### config.mk
export PLATFORM = sky130hd
export DESIGN_NAME = alu_arbiter
export DESIGN_NICKNAME = d
export VERILOG_FILES = /design/src/rtl/alu_arbiter.sv
export SDC_FILE = /design/constraint.sdc
export NUM_CORES = 1
export LEC_CHECK = 0
export CAP_MARGIN = 0
export CORE_ASPECT_RATIO = 1.2
export CORE_UTILIZATION = 40
export DETAILED_ROUTE_END_ITERATION = 6
export PLACE_DENSITY_LB_ADDON = 0.3
export SYNTH_ARGS = -nofsm -noshare
export SYNTH_HDL_FRONTEND = slang
export SYNTH_SLANG_ARGS = --single-unit
### constraint.sdc
create_clock -name clk -period 3.45 [get_ports clk]
set_input_delay 0.5175 -clock clk [delete_from_list [all_inputs] [get_ports clk]]
set_output_delay 0.5175 -clock clk [all_outputs]
set_load 0.02 [all_outputs]
### src/rtl/alu_arbiter.sv
`default_nettype none
// +------------------------------------------------------------------------+
// | Module      : alu_arbiter                                              |
// | Description : Two-requester round-robin front end for a shared         |
// |               combinational ALU. Two-stage pipeline: S1 issue register |
// |               drives the ALU, S2 response register captures its        |
// |               result. Valid/ready handshakes on both sides.            |
// | Revision    : 1.0 - initial release                                    |
// +------------------------------------------------------------------------+
// | Parameters  : XLEN - operand / result width                            |
// | Ports       : clk, rst_n (async, active-low)                           |
// |               reqN_valid/reqN_ready/reqN_op/reqN_a/reqN_b (N = 0,1)    |
// |               alu_op/alu_a/alu_b out, alu_result in (shared ALU)       |
// |               rsp_valid/rsp_ready/rsp_id/rsp_result/rsp_err            |
// |               busy - either pipeline stage occupied                    |
// | Build macro : ALU_ARB_ILLEGAL_OP_CHECK_EN - when defined, op codes     |
// |               12..14 are flagged as errors: the ALU sees NOP and the   |
// |               response carries rsp_err=1, rsp_result=0.                |
// +------------------------------------------------------------------------+
module alu_arbiter #(
  parameter int XLEN = 32
) (
  input  logic            clk,
  input  logic            rst_n,
  input  logic            req0_valid,
  output logic            req0_ready,
  input  logic [3:0]      req0_op,
  input  logic [XLEN-1:0] req0_a,
  input  logic [XLEN-1:0] req0_b,
  input  logic            req1_valid,
  output logic            req1_ready,
  input  logic [3:0]      req1_op,
  input  logic [XLEN-1:0] req1_a,
  input  logic [XLEN-1:0] req1_b,
  output logic [3:0]      alu_op,
  output logic [XLEN-1:0] alu_a,
  output logic [XLEN-1:0] alu_b,
  input  logic [XLEN-1:0] alu_result,
  output logic            rsp_valid,
  input  logic            rsp_ready,
  output logic            rsp_id,
  output logic [XLEN-1:0] rsp_result,
  output logic            rsp_err,
  output logic            busy
);

  localparam logic [3:0] c_op_nop = 4'hF;

  // S1 issue register
  logic            r_s1_valid;
  logic [3:0]      r_s1_op;
  logic [XLEN-1:0] r_s1_a;
  logic [XLEN-1:0] r_s1_b;
  logic            r_s1_id;
  logic            r_s1_err;

  // S2 response register
  logic            r_s2_valid;
  logic            r_s2_id;
  logic [XLEN-1:0] r_s2_result;
  logic            r_s2_err;

  // Requester granted most recently; reset to 1 so requester 0 wins the first tie.
  logic            r_last_grant;

  logic            w_s2_adv;
  logic            w_s1_adv;
  logic            w_gnt0;
  logic            w_gnt1;
  logic            w_accept;
  logic [3:0]      w_in_op;
  logic [XLEN-1:0] w_in_a;
  logic [XLEN-1:0] w_in_b;
  logic            w_in_err;

  assign w_s2_adv = ~r_s2_valid | rsp_ready;
  assign w_s1_adv = ~r_s1_valid | w_s2_adv;

  // Round-robin: a lone requester always wins; on a tie the one not granted last wins.
  assign w_gnt0   = req0_valid & (~req1_valid | r_last_grant);
  assign w_gnt1   = req1_valid & (~req0_valid | ~r_last_grant);
  assign w_accept = w_s1_adv & (w_gnt0 | w_gnt1);

  // The rst_n term only keeps ready low while reset is asserted; the state
  // itself is already cleared asynchronously.
  assign req0_ready = rst_n & w_s1_adv & w_gnt0;
  assign req1_ready = rst_n & w_s1_adv & w_gnt1;

  assign w_in_op = w_gnt1 ? req1_op : req0_op;
  assign w_in_a  = w_gnt1 ? req1_a  : req0_a;
  assign w_in_b  = w_gnt1 ? req1_b  : req0_b;

`ifdef ALU_ARB_ILLEGAL_OP_CHECK_EN
  assign w_in_err = (w_in_op >= 4'd12) && (w_in_op <= 4'd14);
`else
  assign w_in_err = 1'b0;
`endif

  always_ff @(posedge clk or negedge rst_n) begin
    if (!rst_n) begin
      r_s1_valid <= 1'b0;
      r_s1_op    <= c_op_nop;
      r_s1_a     <= '0;
      r_s1_b     <= '0;
      r_s1_id    <= 1'b0;
      r_s1_err   <= 1'b0;
    end else if (w_s1_adv) begin
      r_s1_valid <= w_accept;
      if (w_accept) begin
        r_s1_op  <= w_in_op;
        r_s1_a   <= w_in_a;
        r_s1_b   <= w_in_b;
        r_s1_id  <= w_gnt1;
        r_s1_err <= w_in_err;
      end
    end
  end

  always_ff @(posedge clk or negedge rst_n) begin
    if (!rst_n) begin
      r_last_grant <= 1'b1;
    end else if (w_accept) begin
      r_last_grant <= w_gnt1;
    end
  end

  always_ff @(posedge clk or negedge rst_n) begin
    if (!rst_n) begin
      r_s2_valid  <= 1'b0;
      r_s2_id     <= 1'b0;
      r_s2_result <= '0;
      r_s2_err    <= 1'b0;
    end else if (w_s2_adv) begin
      r_s2_valid <= r_s1_valid;
      if (r_s1_valid) begin
        r_s2_id     <= r_s1_id;
        r_s2_err    <= r_s1_err;
        // Flagged ops never reach the ALU, so their result is forced to zero.
        r_s2_result <= r_s1_err ? '0 : alu_result;
      end
    end
  end

  // An empty or error-flagged S1 presents NOP to the ALU.
  assign alu_op = (r_s1_valid && !r_s1_err) ? r_s1_op : c_op_nop;
  assign alu_a  = r_s1_valid ? r_s1_a : '0;
  assign alu_b  = r_s1_valid ? r_s1_b : '0;

  assign rsp_valid  = r_s2_valid;
  assign rsp_id     = r_s2_id;
  assign rsp_result = r_s2_result;
  assign rsp_err    = r_s2_err;
  assign busy       = r_s1_valid | r_s2_valid;

endmodule

`default_nettype wire

==> results.ini, run 1 <==
[status]
outcome = finished clean

[yosys]
ys_seq_area_frac = 0.526
synth_fa_ha_area_frac = 0
netlist_area_mm2 = 0.00500
syn_area_per_cell_um2 = 12.1
synth_seq_cells = 105
synthXorXnorAreaFrac = 0
synth_compound_area_frac = 0.247
muxShareOfSynthArea = 0.0743
ys_warn_count = 0
syn_nets = 586
synth_top_family_by_area = compound AO/OA/AOI/OAI gates
synthSimpleGateAreaFrac = 0.0963
synthCells = 413
synth_cell_types = 25

[sta]
timing.final.crit_share = 0.836
fin_crit_ns = 2.88
grt_setup_unrepaired = false
hold_ws_ns = 0.300
relSlewSlack = 0.379
skew_ns = 0.00845
slew_violations = 0
setup_tns_ns = 0
finalHoldViolCount = 0
tightest_slew_ns = 0.931
clock.fmax_mhz = 347
finalSetupViolCount = 0

[routing]
vias = 4470
top_layer = met4
dr.pass1.iters = 4
wl_met1_um = 5850
wl_met3_um = 1360
drc = 0
wl_per_cell_um = 18.3
ant_nets = 0
met2WireLength_um = 7430
routed_via_density = 5.42
wirelength_um = 15100
drtIter0Drc = 163

[layout]
fill_cells = 953
nNetsFinal = 831
layout-drive-gt1-share = 0.104
syn2layout_area_growth_pct = 62.6
fin_util = 0.669
fin_cells = 824
diodes = 0

[floorplanning]
dieArea_mm2 = 0.0130
start_util = 0.411
ioPinCount = 279
coreArea_mm2 = 0.0122
die_width_um = 104
rows = 44
die_y_um = 125

[clock_network]
cts.sinks = 105
clockBufferDepth = 2
numCtsBuffers = 9
clock-root-buffer = clkbuf_16
cts_hold_buf = 0
clkTransAtPathRegs_ns = 0.07
post_cts_buffers = 0
htreeDepth = 3
clk_latency_ns = 0.34
cts_resized = 0
cts_tree = done

[global_routing]
grt_usage = 0.233
grt_max_degree = 73
grt_pass1_wl_um = 24100
antenna_found_initial = 0
overflow = 0
first_global_vias = 4787

[flow_run]
drv_cap = 0

[place]
io_buffers = 277
place.gp.congestion = 0.751
dpl.hpwl_um = 10600
place_inst = 808

[power_and_ir_drop]
combPwrFrac = 0.352
max-vdd-ir-drop_v = 0.000296
power_frac_clock = 0.278
p_sw_mw = 1.20
seqPwrFrac = 0.370
internal-power_mw = 2.97
netSwitchingFraction = 0.287
leakage_nw = 3.10
power_mw = 4.17
p_per_area_mw_per_mm2 = 513

[setup_path]
path_buf_inv = 1
cp_data_arrival_time_ns = 2.37
cpLargestDelayFamily = flip-flops
end_kind = output port
crit_required_ns = 2.93
critical-path-slowest-cell = dfrtp_2
crit_type = register to output port
critPathMaxStageDelay_ns = 0.98
start_kind = register
critical_path_peak_fanout = 72
crit_chain = nand3b_1 -> nand2_1 -> nor3_1 -> clkdlybuf4s50_1

[min_path]
hold_class = primary input to asynchronous set/reset pin

[routing by layer]
layer / up-vias / track usage
li1: 2068 / -
met1: 2170 / 0.264
met2: 206 / 0.396
met3: 26 / 0.0822
met4: 0 / 0.0958
met5: - / 0
[stage by stage]
| stage | instance area [um^2] | setup slack [ns] |
|---|---|---|
| global placement | 7790 | 0.843 |
| global route | 8140 | 0.329 |
| floorplan | 5000 | 1.43 |
| finish | 8140 | 0.566 |
| detailed placement | 7790 | 0.858 |
| CTS | 8140 | 0.518 |
[state kept, by name, summed over array words and instances (netlist names)]
signal	flops
r_s1_valid	1
r_s1_b	32
rsp_result	32
rsp_valid	1
r_last_grant	1
r_s1_id	1
r_s1_a	32
rsp_id	1
r_s1_op	4
[placed cells by master, fill, tap and decap left out, types with 2 or more instances in the layout]
cell type        instances
buf_4                    8
inv_1                    2
o32ai_1                 68
o21ai_0                  2
dfrtp_1                 99
clkdlybuf4s50_1        276
nand2_1                  3
nor2_1                   2
nand2b_1                 6
bufinv_16                3
dfstp_2                  5
clkbuf_16                9
and2_1                  64
a2bb2oi_1               67
mux2_2                  33
[kinds of logic after synthesis]
logic type,Yosys count
compound gates,141
flops,105
simple gates,79
buf+inv,54
mux,33
other cells,1
[power groups by stage]
stage	clock, mW	combinational (mW)	sequential (mW)
4_1_cts	1.18	1.48	1.55
2_1_floorplan	0	0.702	1.60
3_3_place_gp	0	1.45	1.56
3_5_place_dp	0	1.47	1.57
6_report	1.16	1.47	1.55
5_1_grt	1.23	1.55	1.57
[final timing paths]
path	startpoint	slack (ns)	endpoint	cells after the start
worst max-delay path	r_s1_valid	0.57	req0_ready	4
worst min-delay path	rst_n	0.30	r_s1_a[0]	2
worst max register to register	r_s1_valid	1.14	r_s1_a[8]	4
worst min register to register	r_s1_op[3]	0.50	r_s1_op[3]	1
max in group asynchronous	rst_n	1.99	r_s1_a[6]	3
min in group clk	r_s1_op[3]	0.50	r_s1_op[3]	1
[Yosys cell counts]
library cell  count  area, um^2
dfrtp_1         100        2500
o32ai_1          68         596
a2bb2oi_1        67         587
and2_1           64         400
mux2_2           33         372
clkbuf_1         30         113
buf_4             9        67.6
buf_2             8        40.0
nand2b_1          6        37.5
dfstp_2           5         131
buf_6             4        45.0
nand2_1           3        11.3
inv_1             2        7.51
nor2_1            2        7.51
o21ai_0           2        10.0
a21bo_1           1        10.0
conb_1            1        3.75
inv_2             1        3.75
nand3b_1          1        7.51
nor2b_1           1        6.26
nor3_1            1        5.00
o211ai_1          1        7.51
o21a_1            1        7.51
o2bb2a_4          1        20.0
or2_2             1        6.26
[area by class of cell]
| type | instances | area (um^2) | share of cell area |
|---|---|---|---|
| Multi-Input combinational cell | 254 | 2100 | 0.258 |
| Sequential cell | 105 | 2640 | 0.324 |
| Timing Repair Buffer | 285 | 2840 | 0.349 |
| Tap cell | 161 | 201 | 0.0248 |
| Clock inverter | 5 | 103 | 0.0126 |
| Inverter | 3 | 11.3 | 0.00138 |
| Clock buffer | 11 | 243 | 0.0298 |
Power figures use the tool's default switching activity.
==> run 2: changes to the inputs <==
- CORE_UTILIZATION: 40 -> 39
- clock period: 3.45 -> 2.9 ns (I/O delays scaled with it)
==> results.ini, run 2 (synthesized netlist as in run 1, its figures left out) <==
[floorplanning]
die_y_um = 126
start_util = 0.408
die_width_um = 105
ioPinCount = 279
dieArea_mm2 = 0.0133
rows = 44
coreArea_mm2 = 0.0123

[min_path]
hold_class = primary input to asynchronous set/reset pin

[place]
place.gp.congestion = 0.742
dp_slack_ns = 0.464
dpl_cell_area_mm2 = 0.00782
io_buffers = 277
dpl.hpwl_um = 11800

[setup_path]
reg2reg_from = r_s1_valid
crit_type = register to output port
critical-path-slowest-cell = clkdlybuf4s50_1
critical_path_peak_fanout = 27
cpLargestDelayFamily = buffers and inverters
end_kind = output port
crit_required_ns = 2.47
rrSetupSlack_ns = 0.93
crit_chain = buf_4 -> and2_1 -> clkdlybuf4s50_1
critPathMaxStageDelay_ns = 0.64
r2r-end = r_s1_b[5]
cp_data_arrival_time_ns = 2.04
endpoint = alu_b[0]
start_kind = register
startpoint = r_s1_valid
crit_cells = 3
reg2reg_depth = 5
path_buf_inv = 2

[layout]
layout_commonest_cell = clkdlybuf4s50_1
fill_cells = 954
layout-drive-gt1-share = 0.109
regArea_mm2 = 0.00264
syn2layout_area_growth_pct = 62.0
nNetsFinal = 836
stdcell_area_mm2 = 0.00811
final_cell_mix = clkdlybuf4s50_1 (276), dfrtp_1 (99), o32ai_1 (68), a2bb2oi_1 (67), and2_1 (64)
multi_input_area_mm2 = 0.00210

[clock_network]
post_cts_buffers = 0
numCtsBuffers = 9
clockBufferDepth = 2
clkTransAtPathRegs_ns = 0.07
clock-root-buffer = clkbuf_16
clk_latency_ns = 0.34
cts_resized = 0
cts_tree = done
cts_hold_buf = 0
htreeDepth = 3
cts.sinks = 105

[sta]
slew_violations = 0
grt_setup_unrepaired = false
setup_tns_ns = 0
fin_crit_ns = 2.48
finalSetupViolCount = 0
skew_ns = 0.00535
clock.fmax_mhz = 404
timing.final.ws_setup_ns = 0.422
relSlewSlack = 0.523
timing.final.crit_share = 0.855
finalHoldViolCount = 0
tightest_slew_ns = 0.715

[routing]
routed_via_density = 5.53
ant_nets = 0
drc = 0
dr.pass1.iters = 4
wirelength_um = 16200
drtIter0Drc = 274
vias = 4587
wl_per_cell_um = 19.5

[power_and_ir_drop]
power_frac_clock = 0.245
leakage_nw = 3.09
max-vdd-ir-drop_v = 0.000308
p_sw_mw = 1.45
combPwrFrac = 0.371
internal-power_mw = 3.33
p_per_area_mw_per_mm2 = 589
netSwitchingFraction = 0.303
seqPwrFrac = 0.384

[global_routing]
grt_max_degree = 69
grt_usage = 0.248
antenna_found_initial = 0
first_global_vias = 5109
overflow = 0
grt_pass1_wl_um = 25700

[flow_run]
drv_cap = 0

[status]
outcome = finished clean

run 2: cell count changes in the layout (fill, tap and decap cells not counted):
cell       change
buf_4          +6
clkbuf_1       +1
diode_2        +1
bufinv_16      -3
buf_12         -1
clkbuf_8       +2
run 2: stage by stage:
step,instances,utilization,power (mW),hold slack (ns)
after global routing,829,0.660,4.99,0.255
after detailed placement,813,0.637,3.64,0.491
after CTS,829,0.660,4.82,0.236
after floorplan,413,-,2.74,0.139
after global placement,813,0.637,3.59,0.486
final,830,0.660,4.78,0.206
run 2: worst reg2reg max path, delay by kind of cell (launching register included):
| kind | cells | cell delay [ns] |
|---|---|---|
| buffers and inverters | 2 | 0.66 |
| DFF | 1 | 0.54 |
| AOI/OAI and AO/OA | 2 | 0.44 |
| and+or+nand+nor | 1 | 0.23 |
run 2: how the worst min path moves through the flow:
| stage | endpoint |
|---|---|
| final | r_s1_a[0] |
| after global routing | r_s1_a[0] |
| after CTS | r_s1_id |
| after detailed placement | r_s1_op[2] |
| after global placement | rsp_result[27] |
| after floorplan | r_s1_a[0] |
run 2: power groups by stage:
stage	logic [mW]	registers, mW	clock network [mW]
detailed placement	1.78	1.86	0
CTS	1.79	1.83	1.20
finish	1.77	1.84	1.17
floorplan	0.835	1.90	0
global route	1.87	1.86	1.25
global placement	1.75	1.84	0
run 2: layer usage:
layer  global-route usage  share of wire  up-vias
li1                     -              -     2082
met1                0.263           0.38     2245
met5                    0              0        -
met3               0.0761          0.081       35
met2                0.451           0.51      225
met4                0.108          0.032        0
run 2: layout make-up:
type / instances / area share
inverters: 3 / 0.00139
repair buffers: 290 / 0.354
clock buffers: 14 / 0.0338
diodes: 1 / 0.000309
flip-flops and latches: 105 / 0.325
multi-input cells: 254 / 0.259
clock inverters: 2 / 0.00154
well taps: 161 / 0.0248
